**src/rtl/mul_accumulate.sv**
```systemverilog
// Accumulates a stream of unsigned products into groups closed by in_last and queues
// {sum, count, overflow} per group in a 2-entry result FIFO. Optional macro: MUL_ACCUMULATE_SAT_EN.
module mul_accumulate #(
   parameter int W     = 64,
   parameter int CNT_W = 16
) (
   input  logic             clk,
   input  logic             reset,
   input  logic             in_valid,
   input  logic [W-1:0]     in_product,
   input  logic             in_last,
   output logic             out_valid,
   input  logic             out_ready,
   output logic [W-1:0]     out_sum,
   output logic [CNT_W-1:0] out_count,
   output logic             out_ovf,
   output logic             err_drop
);

   typedef enum logic {IDLE = 1'b0, ACCUM = 1'b1} state_t;

   localparam logic [CNT_W-1:0] CNT_MAX = {CNT_W{1'b1}};

   state_t           state, state_nxt;
   logic [W-1:0]     acc, acc_nxt;
   logic [CNT_W-1:0] cnt, cnt_nxt;
   logic             ovf, ovf_nxt;
   logic [W:0]       sum_ext;
   logic             first, push, pop, full, push_ok;

   logic [W-1:0]     sum_mem [2];
   logic [CNT_W-1:0] cnt_mem [2];
   logic             ovf_mem [2];
   logic             rd_ptr, wr_ptr;
   logic [1:0]       level;

   // State register plus the group datapath registers it qualifies
   always_ff @(posedge clk) begin
      if (!reset) begin
         state <= IDLE;
         acc   <= '0;
         cnt   <= '0;
         ovf   <= 1'b0;
      end else begin
         state <= state_nxt;
         if (in_valid) begin
            acc <= in_last ? '0   : acc_nxt;
            cnt <= in_last ? '0   : cnt_nxt;
            ovf <= in_last ? 1'b0 : ovf_nxt;
         end
      end
   end

   always_comb begin
      state_nxt = state;
      if (in_valid)
         state_nxt = in_last ? IDLE : ACCUM;
   end

   always_comb begin
      first   = (state == IDLE);
      push    = in_valid & in_last;
      sum_ext = {1'b0, (first ? {W{1'b0}} : acc)} + {1'b0, in_product};
      ovf_nxt = (first ? 1'b0 : ovf) | sum_ext[W];
`ifdef MUL_ACCUMULATE_SAT_EN
      // Once the group has carried out, pin the sum at all-ones until it closes
      acc_nxt = ovf_nxt ? {W{1'b1}} : sum_ext[W-1:0];
`else
      acc_nxt = sum_ext[W-1:0];
`endif
      if (first)               cnt_nxt = {{(CNT_W-1){1'b0}}, 1'b1};
      else if (cnt == CNT_MAX) cnt_nxt = cnt;
      else                     cnt_nxt = cnt + {{(CNT_W-1){1'b0}}, 1'b1};
   end

   assign out_valid = (level != 2'd0);
   assign pop       = out_valid & out_ready;
   assign full      = (level == 2'd2);
   // A pop frees the slot in the same edge, so a full FIFO still takes the push
   assign push_ok   = push & (!full | pop);

   always_ff @(posedge clk) begin
      if (!reset) begin
         for (int i = 0; i < 2; i++) begin
            sum_mem[i] <= '0;
            cnt_mem[i] <= '0;
            ovf_mem[i] <= 1'b0;
         end
         rd_ptr   <= 1'b0;
         wr_ptr   <= 1'b0;
         level    <= 2'd0;
         err_drop <= 1'b0;
      end else begin
         if (push_ok) begin
            sum_mem[wr_ptr] <= acc_nxt;
            cnt_mem[wr_ptr] <= cnt_nxt;
            ovf_mem[wr_ptr] <= ovf_nxt;
            wr_ptr          <= ~wr_ptr;
         end
         if (pop)
            rd_ptr <= ~rd_ptr;
         level <= level + {1'b0, push_ok} - {1'b0, pop};
         if (push & full & !pop)
            err_drop <= 1'b1;
      end
   end

   assign out_sum   = sum_mem[rd_ptr];
   assign out_count = cnt_mem[rd_ptr];
   assign out_ovf   = ovf_mem[rd_ptr];

endmodule

```
**config.mk**
```make
export PLATFORM = sky130hd
export DESIGN_NAME = mul_accumulate
export DESIGN_NICKNAME = d
export VERILOG_FILES = /design/src/rtl/mul_accumulate.sv
export SDC_FILE = /design/constraint.sdc
export NUM_CORES = 1
export LEC_CHECK = 0
export BUFFER_PORTS_ARGS = -buffer_cell sky130_fd_sc_hd__buf_2
export CORE_UTILIZATION = 48
export DETAILED_ROUTE_END_ITERATION = 8
export PLACE_DENSITY = 0.7
export SLEW_MARGIN = 25
export SYNTH_ARGS = -nofsm -noshare
export SYNTH_HDL_FRONTEND = slang
export SYNTH_SLANG_ARGS = --single-unit
```
**constraint.sdc**
```tcl
create_clock -name clk -period 7.4 [get_ports clk]
set_input_delay 0.37 -clock clk [delete_from_list [all_inputs] [get_ports clk]]
set_output_delay 0.37 -clock clk [all_outputs]
set_load 0.02 [all_outputs]
```
* Word level (Yosys, flattened, before mapping)
Memories as Yosys holds them, arrays and structs flattened. A register that Yosys moved wholly into a read port is not among the register bits.
Index checks and enable logic that the tools add are counted.
** Storage, ports and cells
- Bits of input ports :: 69
- Logic and storage cells :: 59
- RAM bits :: 162
- Memories :: 3
- Output and inout port bits :: 83
- Register bits :: 87
** Operators by class
- Mux-type cells :: 27
- $add $sub $neg :: 4
- Reductions and logical operators :: 6
- Equality and inequality tests :: 2
- Bitwise gates (word level) :: 9
** Memory list
- sum_mem :: words 2, bits a word 64, rd ports 1, clocked after memory_dff 1, wr ports 2, RTL line 31 : logic [W-1:0] sum_mem [2];
- cnt_mem :: words 2, bits a word 16, rd ports 1, clocked after memory_dff 1, wr ports 2, RTL line 32 : logic [CNT_W-1:0] cnt_mem [2];
- ovf_mem :: words 2, bits a word 1, rd ports 1, clocked after memory_dff 1, wr ports 2, RTL line 33 : logic ovf_mem [2];
** Operator list (number)
- 64-bit two-way mux :: 3
- 64-bit by 64-bit adder with 65-bit output :: 1
- 16-bit two-way mux :: 4
- 64-bit OR reduction :: 1
- 1-bit two-way mux :: 20
- 16-bit by 1-bit adder with 16-bit output (second input constant) :: 1
- 16-bit == test (second input constant) :: 1
- 16-bit OR reduction :: 1
- 1-bit AND :: 5
- 2-bit by 1-bit adder with 2-bit output :: 1
- 2-bit == test (second input constant) :: 1
- 1-bit logical NOT :: 2
- 1-bit NOT :: 2
- 1-bit bitwise OR :: 2
- 2-bit nonzero test :: 1
- 2-bit by 1-bit subtractor with 2-bit output :: 1
- 1-bit OR reduction :: 1

* Longest topological paths before layout
- Depth after elaboration :: 9
- Gate-level depth with buffers :: 15
- Gate-level depth less buffers :: 13

* Worst setup path before layout
OpenSTA, ideal clock, no wires.
- Path kind :: input-to-reg
- Start :: input out_ready
- End :: memory cnt_mem[0][0] (enable)
- Setup time :: 0.631 ns
- Data arrival time :: 6.511 ns
- Path slack :: 0.257 ns
- Stages on the path :: 4
- Path buffers :: 0
- Required time :: 6.769 ns
- Cell sequence :: nor2_1 > a21oi_1 > inv_1 > o21ai_0
** RTL lines
- from (decl) :: RTL line 13 : input logic out_ready,
- to (decl) :: RTL line 32

==> flow_metrics.py <==
metrics = {
    "critical_path": {
        "path_class": "reg2reg",
        "r2r-start": "state",
        "r2r_cells": 12,
        "cp_max_fo": 80,
        "crit_arrival_ps": 4480,
        "path_buf_inv": 1,
        "endpoint_kind": "flip-flop",
        "cp_slowest_cell": "buf_4",
        "r2r_end": "sum_mem[1][50]",
        "r2r_slack_ps": 3170,
        "critical_path.top_delay_family": "compound AO/OA/AOI/OAI gates",
        "cp-start-kind": "flip-flop",
        "cp.depth": 12,
        "path_cells": "buf_4 > nand2_1 > fa_1 > nor2b_1 > o211ai_1 > a31oi_1 > a211oi_2 > a211o_1 > o21ai_1 > a21boi_0 > xor2_1 > nor2_1",
        "required_ps": 7650,
        "cpPeakStageDelay_ps": 520,
    },
    "synth": {
        "yosysUniqueCellTypes": 75,
        "synth-seq-cells": 250,
        "yosys_warnings": 0,
        "synthesis.area_um2": 14400,
        "async_flop_share_pct": 0,
        "synthCells": 1533,
        "synth_fp_nets": 1670,
        "synth_edf_count": 160,
        "syn_area_per_cell_um2": 9.39,
        "seq_area_frac_synth_pct": 45.9,
        "ys.flop_type": "edfxtp_1",
    },
    "sta": {
        "rsz0062_at_grt": "no",
        "final-max-slew-violation-count": 0,
        "slew_headroom_pct": 31.5,
        "finalCritPeriodShare_pct": 57.1,
        "setup_tns_ps": 0,
        "fin_worst_skew_ps": 11.6,
        "period_needed_ps": 4230,
        "max_slew.worst_pin.slew_ps": 1020,
        "finalSetupViolCount": 0,
        "max_freq_ghz": 0.237,
        "hold_viol": 0,
    },
    "routing": {
        "finalWirelength_um": 37200,
        "initialDrtViolationCount": 828,
        "ant_nets": 0,
        "via_per_inst": 5.73,
        "wl_per_cell_um": 18.2,
        "drc": 0,
        "routed-via-count": 11700,
        "first_pass_iters": 5,
    },
    "clock_tree": {
        "clock-sinks": 250,
        "cts_max_level": 1,
        "cts_hold_buf": 0,
        "cts.repair.resized": 0,
        "numCtsBuffers": 26,
        "path_clk_slew_ps": 60,
        "clkLatencyLatePin_ps": 530,
        "cts_tree": "built",
        "clk_path_buf_depth": 3,
        "post_cts.repair.setup_buffers": 0,
        "clock-root-buffer": "clkbuf_16",
    },
    "power": {
        "fin_total_pwr_mw": 3.76,
        "peakVddDrop_mv": 0.210,
        "leakagePower_nw": 6.58,
        "p_per_area_nw_per_um2": 231,
    },
    "floorplanning": {
        "rows": 63,
        "ios": 152,
        "die_y_um": 175,
        "initial_utilization_pct": 48.7,
        "core_um2": 29600,
        "die_w_um": 175,
        "dieArea_um2": 30700,
    },
    "outcome": {
        "status": "finished clean",
    },
    "layout": {
        "final_common_cell": "nor2_1",
        "area_growth_pct": 13.0,
        "nets": 1770,
        "n_antenna_cell": 0,
        "post_route_cells_drive_above_1_share_pct": 18.7,
        "nFillCells": 2661,
        "design_area_um2": 16300,
        "final_cell_mix": "274 x nor2_1, 160 x edfxtp_1, 151 x buf_2",
    },
    "worst_hold_path": {
        "worstHoldStart": "in_last",
        "holdPathStages": 3,
        "worstHoldEndpoint": "cnt[0]",
        "hp-class": "in2reg",
    },
    "job": {
        "drv_cap": 0,
    },
    "global_route": {
        "grt.overflow.total": 0,
        "antenna_found_initial": 0,
        "track_usage_pct": 24.1,
        "grt_pass1_vias": 11200,
        "grt_first_pass_wirelength_um": 59100,
        "grt_max_degree": 81,
    },
    "placed_design": {
        "place_hpwl_um": 26100,
        "place_area_um2": 15400,
        "port_buffers": 151,
        "globalplace.congestion": 0.924,
    },
}
==> cells in the mapped netlist (all sizes together) (33+ instances only) <==
cell / number / area share (%)
xnor2: 39 / 2.4
nand4: 37 / 1.7
a21o: 39 / 2.0
dfxtp: 90 / 13
nor2: 275 / 7.2
ha: 67 / 5.8
nand2: 122 / 3.2
xor2: 33 / 2.0
clkbuf: 76 / 2.0
mux2: 81 / 6.3
and2: 70 / 3.0
a21oi: 119 / 4.2
o21ai: 95 / 3.4
edfxtp: 160 / 33
==> worst reg2reg max path, cell delays in order (launching register included) <==
cell	delay, ps
dfxtp_2	320
buf_4	520
nand2_1	280
fa_1	480
nor2b_1	160
o211ai_1	120
a31oi_1	450
a211oi_2	270
a211o_1	370
o21ai_1	430
a21boi_0	200
xor2_1	280
nor2_1	60
==> layer usage <==
metal	wire (um)	share of wire, %	GRT usage [%]	up-vias
li1	-	-	-	5662
met1	17400	47	33.9	5645
met2	17200	46	39.1	353
met3	1880	5.1	2.70	53
met4	784	2.1	6.63	0
met5	0	0	0	-
==> per-stage QoR <==
step                      utilization [%]  hold WS, ps  cells  worst slack (ps)
after floorplan                         -          417   1533               257
after CTS                            55.0          255   2043              3260
after global routing                 55.0          264   2043              2920
final                                55.0          267   2043              3170
after detailed placement             52.1          434   1995              3280
after global placement               52.1          426   1995              3400
==> worst max path at each step <==
stage	from	end	slack, ps
finish	state	sum_mem[1][50]	3170
floorplan	out_ready	cnt_mem[0][0]	260
global route	state	sum_mem[0][50]	2920
global placement	state	sum_mem[0][50]	3400
detailed placement	state	sum_mem[1][50]	3280
CTS	state	sum_mem[1][50]	3260
==> layout make-up <==
class                   count  area (um^2)  share of cell area [%]
multi-input cells        1162         7350                    45.2
flip-flops and latches    250         6610                    40.7
repair buffers            161          831                    5.11
clock buffers              40          785                    4.82
well taps                 390          488                    3.00
inverters                  32          120                   0.739
clock inverters             8         75.1                   0.462
==> power by group <==
part           internal (mW)  total, mW  switching [mW]
Combinational          0.314      0.810           0.495
Sequential              1.58       1.64          0.0643
Clock                  0.764       1.31           0.547
Total                   2.66       3.76            1.11
==> logic make-up (layout without fill, tap and decap cells) <==
logic type / after synthesis / count (layout) / synth area share, %
fa+ha+maj: 68 / 68 / 5.96
buf+inv: 121 / 241 / 3.25
simple gates: 585 / 585 / 18.5
xor+xnor: 72 / 72 / 4.38
compound gates: 355 / 355 / 15.6
flops: 250 / 250 / 45.9
mux: 82 / 82 / 6.41
==> flip-flops by register name, indices dropped and copies added, names as in the netlist, named ones only <==
register,count
sum_mem,128
acc,64
cnt_mem,32
cnt,16
level,2
ovf_mem,2
err_drop,1
ovf,1
rd_ptr,1
state,1
wr_ptr,1
Power figures use the tool's default switching activity.
